[config.mk]
export PLATFORM = sky130hd
export DESIGN_NAME = uart_8250
export DESIGN_NICKNAME = d
export VERILOG_FILES = /design/src/rtl/uart_8250_pkg.sv /design/src/rtl/uart_8250_baud_tx.sv /design/src/rtl/uart_8250.sv
export SDC_FILE = /design/constraint.sdc
export NUM_CORES = 1
export LEC_CHECK = 0
export ABC_AREA = 1
export CORE_UTILIZATION = 37
export DETAILED_ROUTE_END_ITERATION = 6
export GPL_TIMING_DRIVEN = 0
export SYNTH_ARGS = -nofsm -noshare
export SYNTH_HDL_FRONTEND = slang
export SYNTH_SLANG_ARGS = --single-unit
[constraint.sdc]
create_clock -name CLK_I -period 4.85 [get_ports CLK_I]
set_input_delay 1.2125 -clock CLK_I [delete_from_list [all_inputs] [get_ports CLK_I]]
set_output_delay 1.2125 -clock CLK_I [all_outputs]
set_load 0.03 [all_outputs]
[src/rtl/uart_8250_pkg.sv]
// Shared constants for the 8250-compatible UART: register indices, IIR codes,
// LSR bit positions and loopback frame timing.
package uart_8250_pkg;

    localparam logic [2:0] RBR_THR = 3'd0;
    localparam logic [2:0] IER_DLM = 3'd1;
    localparam logic [2:0] IIR_FCR = 3'd2;
    localparam logic [2:0] LCR     = 3'd3;
    localparam logic [2:0] MCR     = 3'd4;
    localparam logic [2:0] LSR     = 3'd5;
    localparam logic [2:0] MSR     = 3'd6;
    localparam logic [2:0] SCR     = 3'd7;

    localparam logic [7:0] IIR_RLS  = 8'h06;
    localparam logic [7:0] IIR_RDA  = 8'h04;
    localparam logic [7:0] IIR_THRE = 8'h02;
    localparam logic [7:0] IIR_NONE = 8'h01;

    localparam int LSR_DR   = 0;
    localparam int LSR_OE   = 1;
    localparam int LSR_THRE = 5;
    localparam int LSR_TEMT = 6;

    // 10 bits x 16 oversample ticks per frame
    localparam logic [7:0] FRAME_LEN = 8'd160;

    function automatic logic [15:0] eff_divisor(input logic [15:0] d);
        return (d == 16'd0) ? 16'd1 : d;
    endfunction

endpackage

[src/rtl/uart_8250_baud_tx.sv]
// Loopback frame timer: D clocks per oversample tick, FRAME_LEN ticks per frame.
// A start pulse launches a frame; done pulses on the last clock of it.
module uart_8250_baud_tx
    import uart_8250_pkg::*;
(
    input  logic        clk,
    input  logic        rst,
    input  logic [15:0] divisor,
    input  logic        start,
    output logic        busy,
    output logic        done
);

    logic [15:0] div_cnt_r;
    logic [7:0]  tick_cnt_r;
    logic        busy_r;
    logic [15:0] div_eff_s;
    logic        tick_s;

    assign div_eff_s = eff_divisor(divisor);
    // >= keeps the counter sane if the divisor shrinks mid-frame
    assign tick_s    = busy_r && (div_cnt_r >= (div_eff_s - 16'd1));
    assign done      = tick_s && (tick_cnt_r == (FRAME_LEN - 8'd1));
    assign busy      = busy_r;

    // Divisor and tick counters advance only while a frame is in flight
    always_ff @(posedge clk or posedge rst) begin
        if (rst) begin
            busy_r     <= 1'b0;
            div_cnt_r  <= 16'd0;
            tick_cnt_r <= 8'd0;
        end else if (start) begin
            busy_r     <= 1'b1;
            div_cnt_r  <= 16'd0;
            tick_cnt_r <= 8'd0;
        end else if (busy_r) begin
            if (tick_s) begin
                div_cnt_r  <= 16'd0;
                tick_cnt_r <= tick_cnt_r + 8'd1;
                if (done) begin
                    busy_r <= 1'b0;
                end
            end else begin
                div_cnt_r <= div_cnt_r + 16'd1;
            end
        end
    end

endmodule

[src/rtl/uart_8250.sv]
// 8250/16450-style UART register block on a 32-bit Wishbone classic slave.
// Transmitted bytes loop back to the receiver after one divisor-timed frame.
module uart_8250
    import uart_8250_pkg::*;
#(
    parameter logic [31:0] BASE_ADDR = 32'h1250_0000
) (
    input  logic        CLK_I,
    input  logic        RST_I,
    input  logic [31:0] ADR_I,
    input  logic [31:0] DAT_I,
    output logic [31:0] DAT_O,
    input  logic        WE_I,
    input  logic [3:0]  SEL_I,
    input  logic        STB_I,
    output logic        ACK_O,
    input  logic        CYC_I,
    output logic        INT_O
);

    logic        ack_r, int_r, thr_full_r, go_r, dr_r, oe_r, thre_r, temt_r, thre_pend_r;
    logic [31:0] dat_r;
    logic [3:0]  ier_r;
    logic [4:0]  mcr_r;
    logic [7:0]  lcr_r, scr_r, dll_r, dlm_r, rbr_r, thr_r, shift_r;
    logic [2:0]  idx_s;
    logic [7:0]  rdata_s, lsr_s, iir_s;
    logic        access_s, wr_s, rd_s, dlab_s, busy_s, done_s;
    logic        thr_wr_s, rbr_rd_s, lsr_rd_s, iir_rd_s, ier_wr_s;
    logic        unused_s;

    assign idx_s    = ADR_I[4:2];
    assign access_s = (ADR_I[31:5] == BASE_ADDR[31:5]) && CYC_I && STB_I && !ack_r;
    assign wr_s     = access_s && WE_I && SEL_I[0];
    assign rd_s     = access_s && !WE_I;
    assign dlab_s   = lcr_r[7];
    assign thr_wr_s = wr_s && (idx_s == RBR_THR) && !dlab_s;
    assign ier_wr_s = wr_s && (idx_s == IER_DLM) && !dlab_s;
    assign rbr_rd_s = rd_s && (idx_s == RBR_THR) && !dlab_s;
    assign iir_rd_s = rd_s && (idx_s == IIR_FCR);
    assign lsr_rd_s = rd_s && (idx_s == LSR);
    assign lsr_s    = {1'b0, temt_r, thre_r, 3'b000, oe_r, dr_r};
    assign unused_s = ^{ADR_I[1:0], DAT_I[31:8], SEL_I[3:1]};

    assign DAT_O = dat_r;
    assign ACK_O = ack_r;
    assign INT_O = int_r;

    uart_8250_baud_tx u_baud (
        .clk     (CLK_I),
        .rst     (RST_I),
        .divisor ({dlm_r, dll_r}),
        .start   (go_r),
        .busy    (busy_s),
        .done    (done_s)
    );

    // Interrupt identification by fixed priority
    always_comb begin
        iir_s = IIR_NONE;
        if (oe_r && ier_r[2]) begin
            iir_s = IIR_RLS;
        end else if (dr_r && ier_r[0]) begin
            iir_s = IIR_RDA;
        end else if (thre_pend_r && ier_r[1]) begin
            iir_s = IIR_THRE;
        end else begin
            iir_s = IIR_NONE;
        end
    end

    // Read data mux
    always_comb begin
        rdata_s = 8'h00;
        case (idx_s)
            RBR_THR: rdata_s = dlab_s ? dll_r : rbr_r;
            IER_DLM: rdata_s = dlab_s ? dlm_r : {4'h0, ier_r};
            IIR_FCR: rdata_s = iir_s;
            LCR:     rdata_s = lcr_r;
            MCR:     rdata_s = {3'b000, mcr_r};
            LSR:     rdata_s = lsr_s;
            SCR:     rdata_s = scr_r;
            default: rdata_s = 8'h00;
        endcase
    end

    // Bus handshake, registered read data and interrupt line
    always_ff @(posedge CLK_I or posedge RST_I) begin
        if (RST_I) begin
            ack_r <= 1'b0;
            dat_r <= 32'h0000_0000;
            int_r <= 1'b0;
        end else begin
            ack_r <= access_s;
            int_r <= (iir_s != IIR_NONE);
            if (rd_s) begin
                dat_r <= {24'h00_0000, rdata_s};
            end
        end
    end

    // Configuration registers written from the bus
    always_ff @(posedge CLK_I or posedge RST_I) begin
        if (RST_I) begin
            ier_r <= 4'h0;
            lcr_r <= 8'h00;
            mcr_r <= 5'h00;
            scr_r <= 8'h00;
            dll_r <= 8'h01;
            dlm_r <= 8'h00;
        end else if (wr_s) begin
            case (idx_s)
                RBR_THR: if (dlab_s) dll_r <= DAT_I[7:0];
                IER_DLM: if (dlab_s) dlm_r <= DAT_I[7:0]; else ier_r <= DAT_I[3:0];
                LCR:     lcr_r <= DAT_I[7:0];
                MCR:     mcr_r <= DAT_I[4:0];
                SCR:     scr_r <= DAT_I[7:0];
                default: ;
            endcase
        end
    end

    // Transmit holding/shifter, receive buffer and line status
    always_ff @(posedge CLK_I or posedge RST_I) begin
        if (RST_I) begin
            thr_r       <= 8'h00;
            shift_r     <= 8'h00;
            rbr_r       <= 8'h00;
            thr_full_r  <= 1'b0;
            go_r        <= 1'b0;
            dr_r        <= 1'b0;
            oe_r        <= 1'b0;
            thre_r      <= 1'b1;
            temt_r      <= 1'b1;
            thre_pend_r <= 1'b0;
        end else begin
            // THR moves to the shifter one cycle after it is seen full with the shifter idle
            go_r <= thr_full_r && !busy_s && !go_r;
            if (go_r) begin
                shift_r <= thr_r;
            end
            if (thr_wr_s) begin
                thr_r      <= DAT_I[7:0];
                thr_full_r <= 1'b1;
                thre_r     <= 1'b0;
                temt_r     <= 1'b0;
            end else if (go_r) begin
                thr_full_r <= 1'b0;
                thre_r     <= 1'b1;
                temt_r     <= 1'b0;
            end else if (done_s && !thr_full_r) begin
                temt_r <= 1'b1;
            end
            if (done_s) begin
                rbr_r <= shift_r;
                dr_r  <= 1'b1;
            end else if (rbr_rd_s) begin
                dr_r <= 1'b0;
            end
            oe_r <= (oe_r && !lsr_rd_s) || (done_s && dr_r && !rbr_rd_s);
            if (thr_wr_s) begin
                thre_pend_r <= 1'b0;
            end else if ((go_r && !thre_r) || (ier_wr_s && DAT_I[1] && !ier_r[1] && thre_r)) begin
                thre_pend_r <= 1'b1;
            end else if (iir_rd_s && (iir_s == IIR_THRE)) begin
                thre_pend_r <= 1'b0;
            end
        end
    end

endmodule

==> impl_metrics.json <==
{
  "fin_crit_sh_pct": 78.12,
  "synthFlopType": "dfrtp_1",
  "drt-total-wl_mm": 14.95,
  "fin_crit_ns": 3.789,
  "p_per_area_nw_per_um2": 244.9,
  "clock_sinks": 107,
  "postCtsSetupRepairBufs": 0,
  "fmax_mhz": 263.9,
  "hold_class": "flop to flop",
  "cts_buffer_depth": 2,
  "fill_cells": 1692,
  "grt_pass1_wl_mm": 24.73,
  "async_reset_ff_share_pct": 100.0,
  "dieArea_um2": 16750,
  "antenna_found_initial": 0,
  "status": "finished, final reports clean",
  "diodes": 0,
  "setup.worst_path.start_class": "flop",
  "gp_congestion": 0.8890,
  "max_stage_delay_ns": 0.48,
  "total_power_uw": 1766,
  "num_rows": 46,
  "slew_violations": 0,
  "synth_cells": 751,
  "cts_resized": 0,
  "critPathBufInv": 4,
  "ir_worst_vdd_mv": 0.1695,
  "crit_top_cell": "nand2_1",
  "multi_input_area_um2": 2830,
  "rsz0062_at_grt": "false",
  "hold_ws_ns": 0.4831,
  "clockRootBuffer": "clkbuf_16",
  "worstPathRequired_ns": 5.08,
  "ys_types": 39,
  "stdcell_count": 1059,
  "area_delta_synth_final_pct": 20.06,
  "critical_path.top_delay_family": "simple AND/OR/NAND/NOR gates",
  "drt_pass1_iterations": 5,
  "cts_tree": "yes",
  "final-hold-violation-count": 0,
  "tightest_slew_ns": 0.8460,
  "critPathSlowestCell": "dfrtp_1",
  "drc_errors": 0,
  "critical_path_class": "flop to flop",
  "drt_iter0_markers": 315,
  "cap_violations": 0,
  "die_y_um": 129.4,
  "path_max_fanout": 10,
  "stdcell_area_um2": 7212,
  "slew_headroom_pct": 43.39,
  "fp.coreArea_um2": 15890,
  "start_util_pct": 37.82,
  "grt_max_degree": 67,
  "seq_area_frac_synth_pct": 44.64,
  "synth-seq-cells": 107,
  "cp.arrival_ns": 4.02,
  "leakagePower_uw": 0.003425,
  "routed.top_layer": "met4",
  "post_dp_cell_area_um2": 6914,
  "ff_latch_area_um2": 2681,
  "syn_area_um2": 6007,
  "viasPerCell": 4.746,
  "clk_latency_ns": 0.36,
  "vias": 5026,
  "met2_length_mm": 6.582,
  "clk_pin_slew_ns": 0.08,
  "grtUsageTotal_pct": 19.47,
  "synth.avg_cell_area_um2": 7.999,
  "dpl.hpwl_mm": 11.07,
  "antenna_left": 0,
  "synth_edf_count": 0,
  "yosysWarnings": 0,
  "numPortBuffers": 52,
  "worstSetupEndpointType": "flop",
  "cts_max_level": 3,
  "io_pins": 107,
  "cts_hold_repair.buffers": 0,
  "drive_above_1_share_pct": 9.490,
  "setup_viol": 0,
  "place_inst": 1043,
  "met3_length_um": 628,
  "wl_met1_mm": 7.488,
  "grt.overflow.total": 0,
  "die_w_um": 129.4,
  "cts_inserted_buffers": 9,
  "finalClockSkew_ns": 0.01133,
  "grt_pass1_vias": 4766,
  "wl_per_cell_um": 14.12,
  "fin_tns_setup_ns": 0,
  "nets": 930,
  "crit_chain": "nor2_1, nand2_1, nor2_1, a31oi_1, ha_1, inv_1, nor2_1, nand2_1, nor3_1, xor2_1, inv_1, ha_1, nand2_1, inv_1, nand3_1, nor2_1, nand3_1, nand3_1, nand2_1, nand2_1, clkbuf_1, o21ai_0"
}
cells in the mapped netlist (all sizes together) (2+ instances only):
master	n	area, um2
xnor2	7	61.31
nand4	11	68.82
a22oi	7	52.55
o21ai	82	440.4
nor3	15	85.08
clkbuf	7	26.28
nor4	5	31.28
xor2	20	175.2
a21oi	15	75.07
buf	34	255.2
nand3	48	315.3
or2	6	37.53
a221oi	5	43.79
nand2	192	720.7
inv	79	296.5
dfrtp	104	2603
ha	19	237.7
nor2	80	316.5
a22o	2	17.52
dfstp	3	78.83
placed cells by master (no fill, tap or decap), types with 5 or more instances in the layout:
master           count
a221oi_1             5
clkbuf_1             7
buf_2                6
nand3_1             39
inv_1               78
xor2_1              20
xnor2_1              7
nand2_1            192
clkbuf_16            9
o21ai_2              8
clkdlybuf4s50_1     52
nand3_2              5
ha_1                19
nor2_1              79
nor3_1              13
a22oi_1              7
conb_1              24
nor4_1               5
o21ai_1             24
nand4_1             11
dfrtp_1            104
o21ai_0             50
a21oi_1             15
buf_4               24
metrics by stage:
| step | util, % | setup WS (ns) |
|---|---|---|
| 6_report | 45.40 | 1.061 |
| 5_1_grt | 45.40 | 0.4909 |
| 4_1_cts | 45.40 | 0.9652 |
| 3_5_place_dp | 43.53 | 0.9853 |
| 3_3_place_gp | 43.34 | -0.8923 |
| 2_1_floorplan | - | 0.8252 |
sequential cells by signal (all words and copies together), names as in the netlist, 4 cells and up:
signal             cells
dll_r                  8
scr_r                  8
u_baud.div_cnt_r      16
rbr_r                  8
u_baud.tick_cnt_r      8
dlm_r                  8
ier_r                  4
shift_r                8
DAT_O                  8
lcr_r                  8
mcr_r                  5
thr_r                  8
layout make-up:
class,instances,area share (%)
tap,216,3.747
clock buffer,11,3.505
inverter,80,4.198
clock inverter,5,0.6246
buffer,41,3.904
timing repair buffer,53,7.599
multi-input combinational,546,39.24
sequential,107,37.18
power by group:
group          internal (uW)  switching, uW  total [uW]
registers                891     0.00000128         891
logic                   51.8           80.7         132
clock network            384            358         742
cells by family after synthesis:
| logic type | synth area share [%] |
|---|---|
| xor+xnor | 3.937 |
| simple gates | 26.58 |
| buf+inv | 9.685 |
| other cells | 0.06243 |
| fa+ha+maj | 3.958 |
| mux | 0.1874 |
| flops | 44.64 |
| compound gates | 10.96 |
per-layer routing:
| metal | vias to the layer above | GRT usage [%] |
|---|---|---|
| met2 | 109 | 29.98 |
| met5 | - | 0 |
| met3 | 16 | 2.931 |
| met4 | 0 | 6.908 |
| met1 | 2329 | 27.84 |
| li1 | 2572 | - |
path summary, 6_finish.rpt:
path	startpoint	cells after the start	end	slack, ns
min in group asynchronous	RST_I	2	u_baud.tick_cnt_r[1]$_DFFE_PP0P_	1.26
worst min register to register	thr_r[5]$_DFFE_PP0P_	2	shift_r[5]$_DFFE_PP0P_	0.48
worst max register to register	dlm_r[0]$_DFFE_PP0P_	22	u_baud.div_cnt_r[14]$_DFFE_PP0P_	1.06
worst max-delay path	dlm_r[0]$_DFFE_PP0P_	22	u_baud.div_cnt_r[14]$_DFFE_PP0P_	1.06
max in group asynchronous	RST_I	3	dll_r[0]$_DFFE_PP1P_	2.84
worst min-delay path	thr_r[5]$_DFFE_PP0P_	2	shift_r[5]$_DFFE_PP0P_	0.48
tightest hold or removal path: stages, from the launching register on:
cell	delay (ns)
dfrtp_1	0.34
nand2_1	0.05
o21ai_0	0.06
Power figures use the tool's default switching activity.
